File: config.mk
export PLATFORM = sky130hd
export DESIGN_NAME = data_check
export DESIGN_NICKNAME = d
export VERILOG_FILES = /design/src/rtl/data_check_pkg.sv /design/src/rtl/data_check_sat_counter.sv /design/src/rtl/data_check.sv
export SDC_FILE = /design/constraint.sdc
export NUM_CORES = 1
export LEC_CHECK = 0
export CORE_MARGIN = 1
export CORE_UTILIZATION = 45
export CTS_BUF_LIST = sky130_fd_sc_hd__clkbuf_2
export CTS_CLUSTER_SIZE = 12
export DETAILED_ROUTE_END_ITERATION = 12
export DONT_BUFFER_PORTS = 1
export GPL_ROUTABILITY_DRIVEN = 0
export MAX_ROUTING_LAYER = met4
export PLACE_DENSITY = 0.56
export REMOVE_ABC_BUFFERS = 1
export SYNTH_ARGS = -nofsm -noshare
export SYNTH_HDL_FRONTEND = slang
export SYNTH_SLANG_ARGS = --single-unit
File: constraint.sdc
create_clock -name aclk -period 3.4 [get_ports aclk]
set_input_delay 0.34 -clock aclk [delete_from_list [all_inputs] [get_ports aclk]]
set_output_delay 0.34 -clock aclk [all_outputs]
set_load 0.03 [all_outputs]
File: src/rtl/data_check_pkg.sv
// Shared types and constants for the data_check stream sink/checker.
package data_check_pkg;

  typedef enum logic [1:0] {
    StIdle  = 2'd0,
    StRecv  = 2'd1,
    StDrain = 2'd2
  } state_e;

  localparam logic [1:0] ERR_NONE  = 2'd0;
  localparam logic [1:0] ERR_DATA  = 2'd1;
  localparam logic [1:0] ERR_KEEP  = 2'd2;
  localparam logic [1:0] ERR_FRAME = 2'd3;

  localparam int unsigned DEFAULT_FRAME_LEN = 11;

  // Framing outranks keep, which outranks data, when one beat has several faults.
  function automatic logic [1:0] err_prio(input logic data_err, input logic keep_err,
                                          input logic frame_err);
    if (frame_err) return ERR_FRAME;
    if (keep_err)  return ERR_KEEP;
    if (data_err)  return ERR_DATA;
    return ERR_NONE;
  endfunction

endpackage

File: src/rtl/data_check_sat_counter.sv
// Saturating up-counter with synchronous clear; clear beats increment.
module sat_counter #(
  parameter int unsigned Width = 32
) (
  input  logic             aclk,
  input  logic             aresetn,
  input  logic             inc_i,
  input  logic             clr_i,
  output logic [Width-1:0] count_o
);

  logic [Width-1:0] count_q, count_d;

  always_comb begin
    count_d = count_q;
    if (clr_i) begin
      count_d = '0;
    end else if (inc_i && (count_q != {Width{1'b1}})) begin
      count_d = count_q + Width'(1);
    end
  end

  always_ff @(posedge aclk) begin
    if (!aresetn) begin
      count_q <= '0;
    end else begin
      count_q <= count_d;
    end
  end

  assign count_o = count_q;

endmodule

File: src/rtl/data_check.sv
// AXI4-Stream sink that checks framed incrementing-pattern traffic and keeps statistics.
module data_check
  import data_check_pkg::*;
#(
  parameter int unsigned DATA_W    = 256,
  parameter int unsigned KEEP_W    = 32,
  parameter int unsigned FRAME_LEN = DEFAULT_FRAME_LEN,
  parameter int unsigned CNT_W     = 32
) (
  input  logic              aclk,
  input  logic              aresetn,
  input  logic              check_en,
  input  logic              clr_stats,
  input  logic              axis_tvalid,
  output logic              axis_tready,
  input  logic [DATA_W-1:0] axis_tdata,
  input  logic [KEEP_W-1:0] axis_tkeep,
  input  logic              axis_tlast,
  output logic [CNT_W-1:0]  good_frames,
  output logic [CNT_W-1:0]  bad_frames,
  output logic [CNT_W-1:0]  beat_count,
  output logic              frame_done,
  output logic              frame_ok,
  output logic              err_sticky,
  output logic [1:0]        err_code
);

  localparam int unsigned IdxW = $clog2(FRAME_LEN + 1);
  localparam logic [IdxW-1:0] LastIdx = IdxW'(FRAME_LEN);

  state_e            state_q, state_d;
  logic [DATA_W-1:0] exp_q, exp_d;
  logic [IdxW-1:0]   idx_q, idx_d;
  logic              frame_err_q, frame_err_d;
  logic              tready_q, tready_d;
  logic              done_q, done_d;
  logic              ok_q, ok_d;
  logic              sticky_q, sticky_d;
  logic [1:0]        code_q, code_d;

  logic            accept;
  logic            checking;
  logic            close;
  logic            data_err, keep_err, framing_err, beat_err;
  logic            frame_bad;
  logic [IdxW-1:0] beat_num;

  assign accept   = axis_tvalid & tready_q;
  // idx_q counts beats already taken in this frame, so the incoming beat is idx_q + 1.
  assign beat_num = idx_q + IdxW'(1);
  assign data_err = (axis_tdata != exp_q);
  assign keep_err = (axis_tkeep != {KEEP_W{1'b1}});

  always_comb begin
    state_d     = state_q;
    exp_d       = exp_q;
    idx_d       = idx_q;
    frame_err_d = frame_err_q;
    code_d      = code_q;
    checking    = 1'b0;
    close       = 1'b0;
    framing_err = 1'b0;

    unique case (state_q)
      StIdle, StRecv: begin
        if (accept) begin
          checking = 1'b1;
          exp_d    = exp_q + DATA_W'(1);
          idx_d    = beat_num;
          if (axis_tlast) begin
            framing_err = (beat_num != LastIdx);
            close       = 1'b1;
            state_d     = StIdle;
          end else if (beat_num == LastIdx) begin
            framing_err = 1'b1;
            state_d     = StDrain;
          end else begin
            state_d = StRecv;
          end
        end
      end
      StDrain: begin
        if (accept && axis_tlast) begin
          close   = 1'b1;
          state_d = StIdle;
        end
      end
      default: state_d = StIdle;
    endcase

    beat_err  = checking & (data_err | keep_err | framing_err);
    frame_bad = frame_err_q | beat_err;

    if (beat_err) begin
      code_d = err_prio(data_err, keep_err, framing_err);
    end

    if (close) begin
      exp_d       = DATA_W'(1);
      idx_d       = '0;
      frame_err_d = 1'b0;
    end else if (beat_err) begin
      frame_err_d = 1'b1;
    end

    done_d   = close;
    ok_d     = close & ~frame_bad;
    sticky_d = clr_stats ? 1'b0 : (sticky_q | beat_err);
    // Once a frame has started it is always drained to completion, whatever check_en does.
    tready_d = (state_d == StIdle) ? check_en : 1'b1;
  end

  always_ff @(posedge aclk) begin
    if (!aresetn) begin
      state_q     <= StIdle;
      exp_q       <= DATA_W'(1);
      idx_q       <= '0;
      frame_err_q <= 1'b0;
      tready_q    <= 1'b0;
      done_q      <= 1'b0;
      ok_q        <= 1'b0;
      sticky_q    <= 1'b0;
      code_q      <= ERR_NONE;
    end else begin
      state_q     <= state_d;
      exp_q       <= exp_d;
      idx_q       <= idx_d;
      frame_err_q <= frame_err_d;
      tready_q    <= tready_d;
      done_q      <= done_d;
      ok_q        <= ok_d;
      sticky_q    <= sticky_d;
      code_q      <= code_d;
    end
  end

  sat_counter #(
    .Width(CNT_W)
  ) u_good_cnt (
    .aclk   (aclk),
    .aresetn(aresetn),
    .inc_i  (close & ~frame_bad),
    .clr_i  (clr_stats),
    .count_o(good_frames)
  );

  sat_counter #(
    .Width(CNT_W)
  ) u_bad_cnt (
    .aclk   (aclk),
    .aresetn(aresetn),
    .inc_i  (close & frame_bad),
    .clr_i  (clr_stats),
    .count_o(bad_frames)
  );

  sat_counter #(
    .Width(CNT_W)
  ) u_beat_cnt (
    .aclk   (aclk),
    .aresetn(aresetn),
    .inc_i  (accept),
    .clr_i  (clr_stats),
    .count_o(beat_count)
  );

  assign axis_tready = tready_q;
  assign frame_done  = done_q;
  assign frame_ok    = ok_q;
  assign err_sticky  = sticky_q;
  assign err_code    = code_q;

endmodule

==> flow_summary.yaml <==
timing:
  fin_skew_ps: 110
  worst_max_slew_pin_slew_ps: 1040
  period_share: 0.983
  timing.max_slew.rel_slack: 0.304
  fin_crit_ps: 3340
  final.hold.worst_slack_ps: 95.9
  timing.final.setup_violations: 0
  finalMaxSlewViolations: 0
  maxClockFrequency_mhz: 299
  grt_setup_unrepaired: "false"
  number_of_hold_violations_in_the_final_report: 0
status:
  status: "finished, final reports clean"
grt:
  first_global_vias: 20054
  grt_first_pass_wirelength_mm: 130
  grt_use_total: 0.381
  grt_max_degree: 60
  gr-total-overflow: 0
  antenna_found_initial: 5
floorplanning:
  floorplan.initialDensity: 0.457
  fp.coreArea_sq_mm: 0.0466
  io-pin-count: 396
  chipWidth_um: 219
  die_area_sq_mm: 0.0481
  placement_rows: 79
  chipHeight_um: 219
cts:
  clkTransAtPathRegs_ps: 110
  ctsHtreeMaxLevel: 3
  cts_tree: "yes"
  clk_root_buffer_cell: "sky130_fd_sc_hd__clkbuf_2"
  clockBufferDepth: 3
  clock_latency_ps: 1190
  cts_num_sinks: 365
  numCtsBuffers: 100
power_and_ir_drop:
  p_leak_nw: 8.94
  ir_worst_vdd_uv: 251
  power-per-cell-area_mw_per_mm2: 334
  power.total_w: 0.00808
layout:
  fillerInstances: 4621
  syn2layout_area_growth_pct: 13.6
  finalNonFillerCells: 3489
  postLayoutCoreUtil: 0.519
  post-route-cell-area_sq_mm: 0.0242
  design.final.nets: 3110
  final_layout_size_suffix_gt1_frac: 0.135
  most_frequent_standard_cell_in_the_layout_excluding_fill_and_tap_cells: "sky130_fd_sc_hd__xor2_1"
  commonest_cells_after_routing_fill_and_taps_aside: "sky130_fd_sc_hd__xor2_1, sky130_fd_sc_hd__dfxtp_1, sky130_fd_sc_hd__nor2_1"
critical_path:
  crit_fanout: 57
  crit_slowest_cell: "sky130_fd_sc_hd__or4_1"
  worstPathArrival_ps: 4350
  worst-endpoint-required_ps: 4410
  worstPathCellList: "xor2_1, nor4_2, buf_4, nand4_1, nor4_4, and4_1, nor3_2, buf_12, or4_1, a21oi_1"
  crit_path_start_kind: "flop"
  setup.worst_path.end_class: "flop"
  worst_path_largest_cell_delay_ps: 520
  crit_family: "simple AND/OR/NAND/NOR gates"
  worstPathBufferInverterCount: 2
  critical_path_class: "reg -> reg"
logic_synthesis:
  yosysSeqAreaShare: 0.344
  number_of_instances_in_the_synthesized_netlist: 2633
  synth-main-ff-cell: "sky130_fd_sc_hd__dfxtp_1"
  async_reset_ff_frac: 0
  postSynthRegisterBits: 365
  mean_instance_size_in_the_synthesized_netlist_sq_um: 8.08
  yosys.cell_types.count: 66
  mappedNetlistArea_sq_mm: 0.0213
  number_of_enable_flip_flop_cells_after_synthesis: 0
  ys_warn_count: 0
placed_design:
  post-place-cells: 3295
  numPortBuffers: 0
  placed_area_sq_mm: 0.0230
  dpl.hpwl_mm: 72.8
routing:
  detail-route-antenna-nets: 0
  finalWirelength_mm: 91.6
  viasPerCell: 6.18
  drc: 0
  tritonroute_pass_1_iters: 6
  num_vias: 21575
  dr.first_iter.drc_count: 2166
  routed_wire_length_per_instance_um: 26.3
min_path:
  hold_path.class: "in -> reg"
flow_run:
  maxCapViolCount: 0
stage by stage:
step	worst slack, ps	setup TNS [ps]
6_report	57.7	0
5_1_grt	18.5	0
4_1_cts	29.9	0
3_5_place_dp	-264	-9010
3_3_place_gp	-131	-2130
2_1_floorplan	-2690	-728950
registers in the layout, indices dropped and copies added (netlist names):
| name | count |
|---|---|
| axis_tready | 1 |
| state_q | 2 |
| u_good_cnt.count_o | 32 |
| u_bad_cnt.count_o | 32 |
| frame_err_q | 1 |
| frame_done | 1 |
| u_beat_cnt.count_o | 32 |
| idx_q | 4 |
| frame_ok | 1 |
| err_code | 2 |
| exp_q | 256 |
| err_sticky | 1 |
worst paths after layout:
kind / cells after the start / slack (ps) / end / from
setup / recovery: 10 / 60 / u_good_cnt.count_o[14] / exp_q[109]
hold / removal: 8 / 100 / err_code[0] / axis_tdata[66]
setup reg to reg: 10 / 60 / u_good_cnt.count_o[14] / exp_q[109]
hold reg to reg: 2 / 520 / exp_q[229] / exp_q[229]
final cells by class:
| type | count | area [sq um] | share of cell area |
|---|---|---|---|
| repair buffers | 189 | 1550 | 0.0641 |
| clock inverters | 19 | 124 | 0.00513 |
| flip-flops and latches | 365 | 7310 | 0.302 |
| inverters | 32 | 120 | 0.00497 |
| clock buffers | 152 | 761 | 0.0315 |
| diodes | 5 | 12.5 | 0.000518 |
| well taps | 607 | 759 | 0.0314 |
| multi-input cells | 2120 | 13500 | 0.560 |
cell usage after synthesis, drive strengths merged, types with 3 or more instances:
master | n | area (sq um)
xor2 | 382 | 3350
dfxtp | 365 | 7310
nor2 | 326 | 1220
nand2 | 185 | 697
nand3 | 157 | 798
nand4 | 156 | 1030
nor4 | 136 | 960
xnor2 | 107 | 937
clkbuf | 103 | 389
a21oi | 101 | 505
and3 | 84 | 526
nor3 | 79 | 400
or3 | 67 | 419
o21ai | 56 | 280
or4 | 54 | 417
and4 | 44 | 388
and2 | 37 | 231
o31ai | 35 | 263
inv | 32 | 120
nand2b | 22 | 138
mux2i | 16 | 160
buf | 13 | 68.8
or2 | 10 | 65.1
o21a | 9 | 67.6
ha | 8 | 100
nor2b | 6 | 37.5
o31a | 6 | 52.6
a21o | 3 | 22.5
nor4b | 3 | 41.3
o211ai | 3 | 22.5
o311ai | 3 | 26.3
o41ai | 3 | 26.3
report_power, final:
group | internal, W | switching [W]
sequential | 0.00428 | 0.0000144
clock | 0.00132 | 0.00201
combinational | 0.000134 | 0.000325
total | 0.00573 | 0.00235
repair_timing:
item,CTS,global route
endpoints found under the hold margin,151,0
buffers inserted,0,1
setup endpoints to repair,59,16
hold buffers,17,0
resized for setup,4,14
pin swaps,0,0
gates cloned,0,0
worst reg2reg max path, delay by kind of cell, from the launching register on:
family	cells	cell delay, ps
simple gates	6	1960
flops	1	470
buf+inv	2	370
xor+xnor	1	250
compound gates	1	150
metal layers:
metal	wire length, um	part of all wire	GRT usage	vias to the layer above
li1	-	-	-	9813
met1	33600	0.37	0.432	10194
met2	39900	0.44	0.568	1249
met3	11100	0.12	0.133	319
met4	7000	0.076	0.248	0
met5	0	0	-	-
cell families after synthesis:
group,share of synthesized area
simple gates,0.353
buf+inv,0.0272
compound gates,0.0629
mux,0.00753
fa+ha+maj,0.00471
xor+xnor,0.201
flops,0.344
(Power assumes the default switching activity.)
